--- src/rtl/credit_rx_buffer.sv ---
// credit_rx_buffer: receive-side terminator of a valid/credit link.
// Buffers upstream beats in a DEPTH-entry FIFO, presents them downstream
// as valid/ready, and returns one credit per freed slot. The initial
// DEPTH credits are released after reset.
module credit_rx_buffer #(
  parameter  int unsigned DATA_W = 32,
  parameter  int unsigned DEPTH  = 4,
  localparam int unsigned CNT_W  = $clog2(DEPTH + 1)
) (
  input  logic              clk,
  input  logic              reset,
  input  logic              in_valid,
  input  logic [DATA_W-1:0] in_data,
  output logic              in_credit,
  output logic              out_valid,
  output logic [DATA_W-1:0] out_data,
  input  logic              out_ready,
  output logic [CNT_W-1:0]  fifo_count,
  output logic [CNT_W-1:0]  credit_pending,
  output logic              overflow_err
);

  localparam int unsigned PTR_W = (DEPTH > 1) ? $clog2(DEPTH) : 1;

  logic [DATA_W-1:0] r_mem [DEPTH];
  logic [PTR_W-1:0]  r_wr_ptr;
  logic [PTR_W-1:0]  r_rd_ptr;
  logic [CNT_W-1:0]  r_count;
  logic [CNT_W-1:0]  r_pending;
  logic              r_credit;
  logic              r_ovf;

  logic              w_full;
  logic              w_pop;
  logic              w_push;
  logic              w_overflow;
  logic              w_owe;
  logic [PTR_W-1:0]  w_wr_ptr_nxt;
  logic [PTR_W-1:0]  w_rd_ptr_nxt;
  logic [CNT_W-1:0]  w_count_nxt;
  logic [CNT_W-1:0]  w_pending_nxt;

  // Handshake decode, pointer wrap and counter next-state.
  always_comb begin
    w_full        = (r_count == CNT_W'(DEPTH));
    w_pop         = (r_count != '0) && out_ready;
    w_push        = in_valid && (!w_full || w_pop);
    w_overflow    = in_valid && w_full && !w_pop;
    w_owe         = (r_pending != '0);
    w_wr_ptr_nxt  = (r_wr_ptr == PTR_W'(DEPTH - 1)) ? '0 : r_wr_ptr + PTR_W'(1);
    w_rd_ptr_nxt  = (r_rd_ptr == PTR_W'(DEPTH - 1)) ? '0 : r_rd_ptr + PTR_W'(1);
    w_count_nxt   = r_count + CNT_W'(w_push) - CNT_W'(w_pop);
    w_pending_nxt = r_pending + CNT_W'(w_pop) - CNT_W'(w_owe);
  end

  // Control state: pointers, occupancy, credits owed and sticky overflow.
  always_ff @(posedge clk) begin
    if (reset) begin
      r_wr_ptr  <= '0;
      r_rd_ptr  <= '0;
      r_count   <= '0;
      r_pending <= CNT_W'(DEPTH);
      r_credit  <= 1'b0;
      r_ovf     <= 1'b0;
    end else begin
      if (w_push) r_wr_ptr <= w_wr_ptr_nxt;
      if (w_pop)  r_rd_ptr <= w_rd_ptr_nxt;
      r_count   <= w_count_nxt;
      r_pending <= w_pending_nxt;
      r_credit  <= w_owe;
      if (w_overflow) r_ovf <= 1'b1;
    end
  end

  // Storage array; contents need no reset.
  always_ff @(posedge clk) begin
    if (w_push) r_mem[r_wr_ptr] <= in_data;
  end

  // Simulation checks: dropped beat and credit bookkeeping bound.
  always_ff @(posedge clk) begin
    if (!reset) begin
      assert (!w_overflow)
        else $warning("credit_rx_buffer: beat dropped while buffer full");
      assert (r_pending <= CNT_W'(DEPTH))
        else $error("credit_rx_buffer: credit_pending exceeds DEPTH");
    end
  end

  // Head of FIFO is visible straight from the storage registers.
  always_comb begin
    out_valid      = (r_count != '0);
    out_data       = r_mem[r_rd_ptr];
    fifo_count     = r_count;
    credit_pending = r_pending;
    in_credit      = r_credit;
    overflow_err   = r_ovf;
  end

endmodule

--- config.mk ---
export PLATFORM = sky130hd
export DESIGN_NAME = credit_rx_buffer
export DESIGN_NICKNAME = d
export VERILOG_FILES = /design/src/rtl/credit_rx_buffer.sv
export SDC_FILE = /design/constraint.sdc
export NUM_CORES = 1
export LEC_CHECK = 0
export BUFFER_PORTS_ARGS = -buffer_cell sky130_fd_sc_hd__buf_2
export CORE_ASPECT_RATIO = 0.7
export CORE_UTILIZATION = 50
export CTS_CLUSTER_DIAMETER = 30
export DETAILED_ROUTE_END_ITERATION = 8
export GPL_TIMING_DRIVEN = 0
export PLACE_DENSITY = 0.71
export SLEW_MARGIN = 20
export SYNTH_ARGS = -nofsm -noshare
export SYNTH_HDL_FRONTEND = slang
export SYNTH_SLANG_ARGS = --single-unit
--- constraint.sdc ---
create_clock -name clk -period 3.25 [get_ports clk]
set_input_delay 0.65 -clock clk [delete_from_list [all_inputs] [get_ports clk]]
set_output_delay 0.65 -clock clk [all_outputs]
set_load 0.05 [all_outputs]
==> impl_metrics.env, run 1 <==
export IMPL_netlist_area_sq_um=5290
export IMPL_start_util_pct=51.3
export IMPL_ff2ff_setup_slack_ns=0.63
export IMPL_instances_no_fill=481
export IMPL_worstPathRequired_ns=2.60
export IMPL_cts_resized=0
export IMPL_irDropWorstVdd_mv=0.485
export IMPL_post_drt_via_cell_ratio=5.26
export IMPL_cts_buffers=17
export IMPL_rr_worst_depth=12
export IMPL_core_area_sq_um=10300
export IMPL_grt_usage_pct=17.6
export IMPL_max_cap_violations=0
export IMPL_hpwl_microns=5520
export IMPL_dieArea_sq_um=11000
export IMPL_cts_buffer_depth=2
export IMPL_cts_tree="yes"
export IMPL_outcome="complete, but fails checks"
export IMPL_arrival_ns=2.04
export IMPL_syn_nets=284
export IMPL_worstMarginPinSlew_ns=0.685
export IMPL_die_w_microns=125
export IMPL_reg2reg_from="fifo_count[1]$_SDFF_PP0_"
export IMPL_placed_cells=449
export IMPL_synth_area_leaders="edfxtp_1 73%, mux4_2 14%, dfxtp_1 5.3%"
export IMPL_vias=2529
export IMPL_wl_microns=8760
export IMPL_synthCells=237
export IMPL_final_common_cell="edfxtp_1"
export IMPL_post_route_min_period_ns=2.69
export IMPL_antenna_found_initial=0
export IMPL_power_density_nw_per_um2=867
export IMPL_io_pins=77
export IMPL_grt_max_degree=20
export IMPL_post_cts_buffers=0
export IMPL_clk_latency_ns=0.41
export IMPL_final_cell_mix="128 x edfxtp_1, 81 x buf_2, 32 x mux4_2"
export IMPL_min_delay_path_class="input pin to flop"
export IMPL_yosys_area_top_type="edfxtp_1"
export IMPL_final_layout_size_suffix_gt1_share_pct=43.0
export IMPL_clock_skew_ns=0.0108
export IMPL_yosysTopAreaCellShare_pct=72.6
export IMPL_startpoint_type="flop"
export IMPL_clock_tree_root_cell="clkbuf_16"
export IMPL_violations="design-rule violations"
export IMPL_die_y_microns=88.1
export IMPL_rsz0062_at_grt="no"
export IMPL_nNetsFinal=383
export IMPL_setup_violations=0
export IMPL_end_kind="primary output"
export IMPL_ys_warn_count=0
export IMPL_hold_violations=0
export IMPL_synth_seq_area_share_pct=77.9
export IMPL_holdBufCountCts=0
export IMPL_port_buffers=76
export IMPL_slew_headroom_pct=54.0
export IMPL_max_freq_mhz=371
export IMPL_post_route_period_util_pct=82.9
export IMPL_cts_max_level=4
export IMPL_grt_pass1_vias=2632
export IMPL_place_gp_congestion=0.665
export IMPL_drtIter0Drc=151
export IMPL_p_leak_nw=2.30
export IMPL_numClockSinks=142
export IMPL_drtAntennaViolNets=0
export IMPL_ys_types=28
export IMPL_ys_seq_elements=142
export IMPL_first_pass_iters=8
export IMPL_overflow=0
export IMPL_grt_pass1_wl_microns=13600
export IMPL_wl_per_cell_microns=18.2
export IMPL_criticalPathCategory="flop to primary output"
export IMPL_min_from="reset"
export IMPL_r2r_end="fifo_count[2]$_SDFF_PP0_"
export IMPL_antenna_cells=0
export IMPL_rows=31
export IMPL_cp_max_fo=10
export IMPL_setup_tns_ns=0
export IMPL_drc_errors=11
export IMPL_whs_path_depth=2
export IMPL_drv_slew=0
export IMPL_syn_to_final_growth_pct=22.6
export IMPL_syn_avg_cell_area_sq_um=22.3
export IMPL_min_to="in_credit$_SDFF_PP0_"
export IMPL_clk_pin_slew_ns=0.06
[cell usage after synthesis]
cell type	number
clkbuf_1	2
nor4b_1	1
nor2b_1	3
or3_1	3
mux4_2	32
buf_2	5
inv_1	8
buf_1	2
fa_1	2
edfxtp_1	128
and2_4	1
a21oi_1	3
nor2_1	5
xnor2_1	1
nor3_1	2
nand2b_1	1
ha_1	9
and2_1	1
o31ai_1	1
a21o_1	1
nand3_1	2
o31ai_2	1
dfxtp_1	14
and3_1	4
mux2i_1	1
nand2_1	1
xor2_1	2
or4b_1	1
[where the power goes]
part | switching (W) | leakage (nW) | internal [W]
Combinational | 0.00110 | 0.758 | 0.000523
Clock | 0.000703 | 0.255 | 0.00104
Sequential | 0.0000743 | 1.29 | 0.00218
[metrics by stage]
stage	utilization [%]	power (W)	setup WS (ns)	hold WS, ns	instance area [sq um]
floorplan	-	0.00356	0.460	0.463	5290
global placement	56.6	0.00388	0.335	0.451	5840
detailed placement	57.7	0.00394	0.294	0.455	5950
CTS	62.9	0.00569	0.483	0.419	6490
global route	62.9	0.00586	0.420	0.423	6490
finish	62.9	0.00562	0.557	0.435	6490
[worst max-delay path, cell delays in order, from the launching register on]
cell,delay [ns]
dfxtp_1,0.43
buf_1,0.55
mux4_2,0.41
buf_2,0.23
[how the worst max path moves through the flow]
stage | startpoint | endpoint | slack [ns] | depth (start not counted)
global route | flop | out_data[22] | 0.42 | 4
CTS | flop | out_data[5] | 0.48 | 3
finish | flop | out_data[6] | 0.56 | 3
floorplan | fifo_count[2]$_SDFF_PP0_ | fifo_count[2]$_SDFF_PP0_ | 0.46 | 12
global placement | out_ready | fifo_count[2]$_SDFF_PP0_ | 0.33 | 13
detailed placement | out_ready | fifo_count[2]$_SDFF_PP0_ | 0.29 | 13
[flip-flops by register name (all words and copies together) (netlist names), named ones only]
name,flops
r_rd_ptr,2
overflow_err,1
r_wr_ptr,2
fifo_count,3
in_credit,1
credit_pending,3
r_mem,128
[metal layers]
metal / vias up / track usage (%) / part of all wire [%]
li1: 1172 / - / -
met1: 1274 / 21.9 / 45
met2: 72 / 28.0 / 48
met3: 11 / 6.96 / 6.4
met4: 0 / 7.65 / 1.3
met5: - / 0 / 0
[cell type report]
type                    count  area (sq um)
flip-flops and latches    142          4120
fillers                   751          3830
multi-input cells          78          1100
repair buffers             80           490
clock buffers              20           437
well taps                 132           165
clock inverters            12          97.6
plain buffers               9          40.0
inverters                   8          30.0
[logic make-up after synthesis]
kind of cell | share of synthesized area [%]
XOR/XNOR | 0.497
multiplexers | 13.8
flip-flops | 77.9
adder cells (fa/ha/maj) | 2.88
AO/OA/AOI/OAI | 0.804
buffers and inverters | 1.32
AND/OR/NAND/NOR | 2.74
Power figures use the tool's default switching activity.
==> run 2: changes to the inputs <==
--- a/config.mk
+++ b/config.mk
@@ -11,7 +11,7 @@
 export CTS_CLUSTER_DIAMETER = 30
 export DETAILED_ROUTE_END_ITERATION = 8
 export GPL_TIMING_DRIVEN = 0
-export PLACE_DENSITY = 0.71
+export PLACE_DENSITY = 0.74
 export SLEW_MARGIN = 20
 export SYNTH_ARGS = -nofsm -noshare
 export SYNTH_HDL_FRONTEND = slang
==> constraint.sdc (replaced) <==
create_clock -name clk -period 2.4 [get_ports clk]
set_input_delay 0.48 -clock clk [delete_from_list [all_inputs] [get_ports clk]]
set_output_delay 0.48 -clock clk [all_outputs]
set_load 0.05 [all_outputs]
==> impl_metrics.env, run 2 (synthesis results as in run 1) <==
export IMPL_largest_reg_flops=128
export IMPL_worstPathRequired_ns=2.74
export IMPL_final_cell_mix="128 x edfxtp_1, 74 x buf_2, 32 x mux4_2"
export IMPL_final_layout_size_suffix_gt1_share_pct=49.1
export IMPL_antenna_cells=0
export IMPL_clk_pin_slew_ns=0.06
export IMPL_antenna_found_initial=2
export IMPL_drtAntennaViolNets=0
export IMPL_irDropWorstVdd_mv=1.00
export IMPL_cts_max_level=4
export IMPL_wl_per_cell_microns=19.1
export IMPL_violations="design-rule violations, negative setup slack"
export IMPL_outcome="complete, but fails checks"
export IMPL_cts_buffers=17
export IMPL_nNetsFinal=388
export IMPL_rows=31
export IMPL_cp_max_fo=4
export IMPL_clk_latency_ns=0.41
export IMPL_placed_cells=449
export IMPL_drtIter0Drc=155
export IMPL_min_delay_path_class="input pin to flop"
export IMPL_place_gp_congestion=0.685
export IMPL_instances_no_fill=484
export IMPL_first_pass_iters=8
export IMPL_setup_tns_ns=-0.00496
export IMPL_arrival_ns=2.74
export IMPL_criticalPathCategory="flop to flop"
export IMPL_power_density_nw_per_um2=1180
export IMPL_largest_register="r_mem"
export IMPL_p_leak_nw=2.35
export IMPL_grt_usage_pct=18.5
export IMPL_numClockSinks=142
export IMPL_worstMarginPinSlew_ns=0.525
export IMPL_grt_max_degree=25
export IMPL_clock_skew_ns=0.00642
export IMPL_core_area_sq_um=10300
export IMPL_drc_errors=16
export IMPL_setup_violations=1
export IMPL_start_util_pct=51.3
export IMPL_hpwl_microns=5640
export IMPL_holdBufCountCts=0
export IMPL_max_cap_violations=0
export IMPL_syn_to_final_growth_pct=25.3
export IMPL_end_kind="flop"
export IMPL_cts_tree="yes"
export IMPL_wl_microns=9230
export IMPL_io_pins=77
export IMPL_die_w_microns=125
export IMPL_port_buffers=76
export IMPL_final_common_cell="edfxtp_1"
export IMPL_grt_pass1_vias=2662
export IMPL_post_route_period_util_pct=100
export IMPL_startpoint_type="flop"
export IMPL_vias=2626
export IMPL_post_route_min_period_ns=2.40
export IMPL_die_y_microns=88.1
export IMPL_post_place_ws_ns=-0.337
export IMPL_drv_slew=0
export IMPL_rsz0062_at_grt="yes"
export IMPL_fin_ws_ns=-0.00496
export IMPL_hold_violations=0
export IMPL_clock_tree_root_cell="clkbuf_16"
export IMPL_overflow=0
export IMPL_grt_pass1_wl_microns=14200
export IMPL_slew_headroom_pct=65.0
export IMPL_post_route_util_pct=64.2
export IMPL_dieArea_sq_um=11000
export IMPL_ff2ff_setup_slack_ns=-0.005
export IMPL_max_freq_mhz=416
export IMPL_cts_buffer_depth=2
export IMPL_post_drt_via_cell_ratio=5.43
[run 2: cell types whose count changed in the layout (fill, tap and decap cells not counted), sizes merged]
cell and delta:
buf +3, clkbuf -1, clkinv +1
[run 2: metrics by stage]
| step | total power, W | hold slack [ns] | cell area [sq um] |
|---|---|---|---|
| floorplan | 0.00483 | 0.463 | 5310 |
| global placement | 0.00528 | 0.450 | 5860 |
| detailed placement | 0.00537 | 0.459 | 5950 |
| CTS | 0.00778 | 0.258 | 6530 |
| global route | 0.00813 | 0.266 | 6630 |
| finish | 0.00781 | 0.276 | 6630 |
[run 2: path summary, 6_finish.rpt]
path                                   from  depth (start not counted)                   endpoint
setup / recovery   fifo_count[1]$_SDFF_PP0_                         11   fifo_count[2]$_SDFF_PP0_
hold / removal                        reset                          2   fifo_count[0]$_SDFF_PP0_
setup reg to reg   fifo_count[1]$_SDFF_PP0_                         11   fifo_count[2]$_SDFF_PP0_
hold reg to reg   overflow_err$_SDFFE_PP0P_                          2  overflow_err$_SDFFE_PP0P_
[run 2: metal layers]
layer | wire, microns | GRT usage, %
met2 | 4470 | 28.8
met4 | 106 | 9.98
met3 | 682 | 6.05
met1 | 3970 | 23.7
met5 | 0 | 0
[run 2: worst max-delay path, stage by stage (launching register included)]
cell and delay, ns:
dfxtp_4 0.35, or4b_4 0.51, and2_4 0.16, inv_2 0.05
ha_4 0.19, inv_2 0.07, ha_4 0.12, inv_2 0.03
fa_2 0.39, xor2_2 0.19, and2_4 0.14, nor3_2 0.13
[run 2: final cells by class]
type / count / area (sq um)
repair buffers: 86 / 520
inverters: 8 / 30.0
fillers: 733 / 3690
well taps: 132 / 165
clock buffers: 17 / 425
multi-input cells: 78 / 1160
clock inverters: 13 / 103
plain buffers: 8 / 86.3
flip-flops and latches: 142 / 4140
[run 2: what timing repair did]
action                                  CTS  global route
gates cloned                              0             0
endpoints found under the setup margin   33            12
setup buffers                             3             3
gates resized for setup                  14            18
pin swaps                                 1             7
[run 2: power breakdown]
group / total, W / switching (W) / leakage [nW] / internal [W]
Combinational: 0.00241 / 0.00157 / 0.802 / 0.000841
Clock: 0.00234 / 0.000949 / 0.255 / 0.00139
Sequential: 0.00306 / 0.0000944 / 1.29 / 0.00296
Total: 0.00781 / 0.00261 / 2.35 / 0.00520
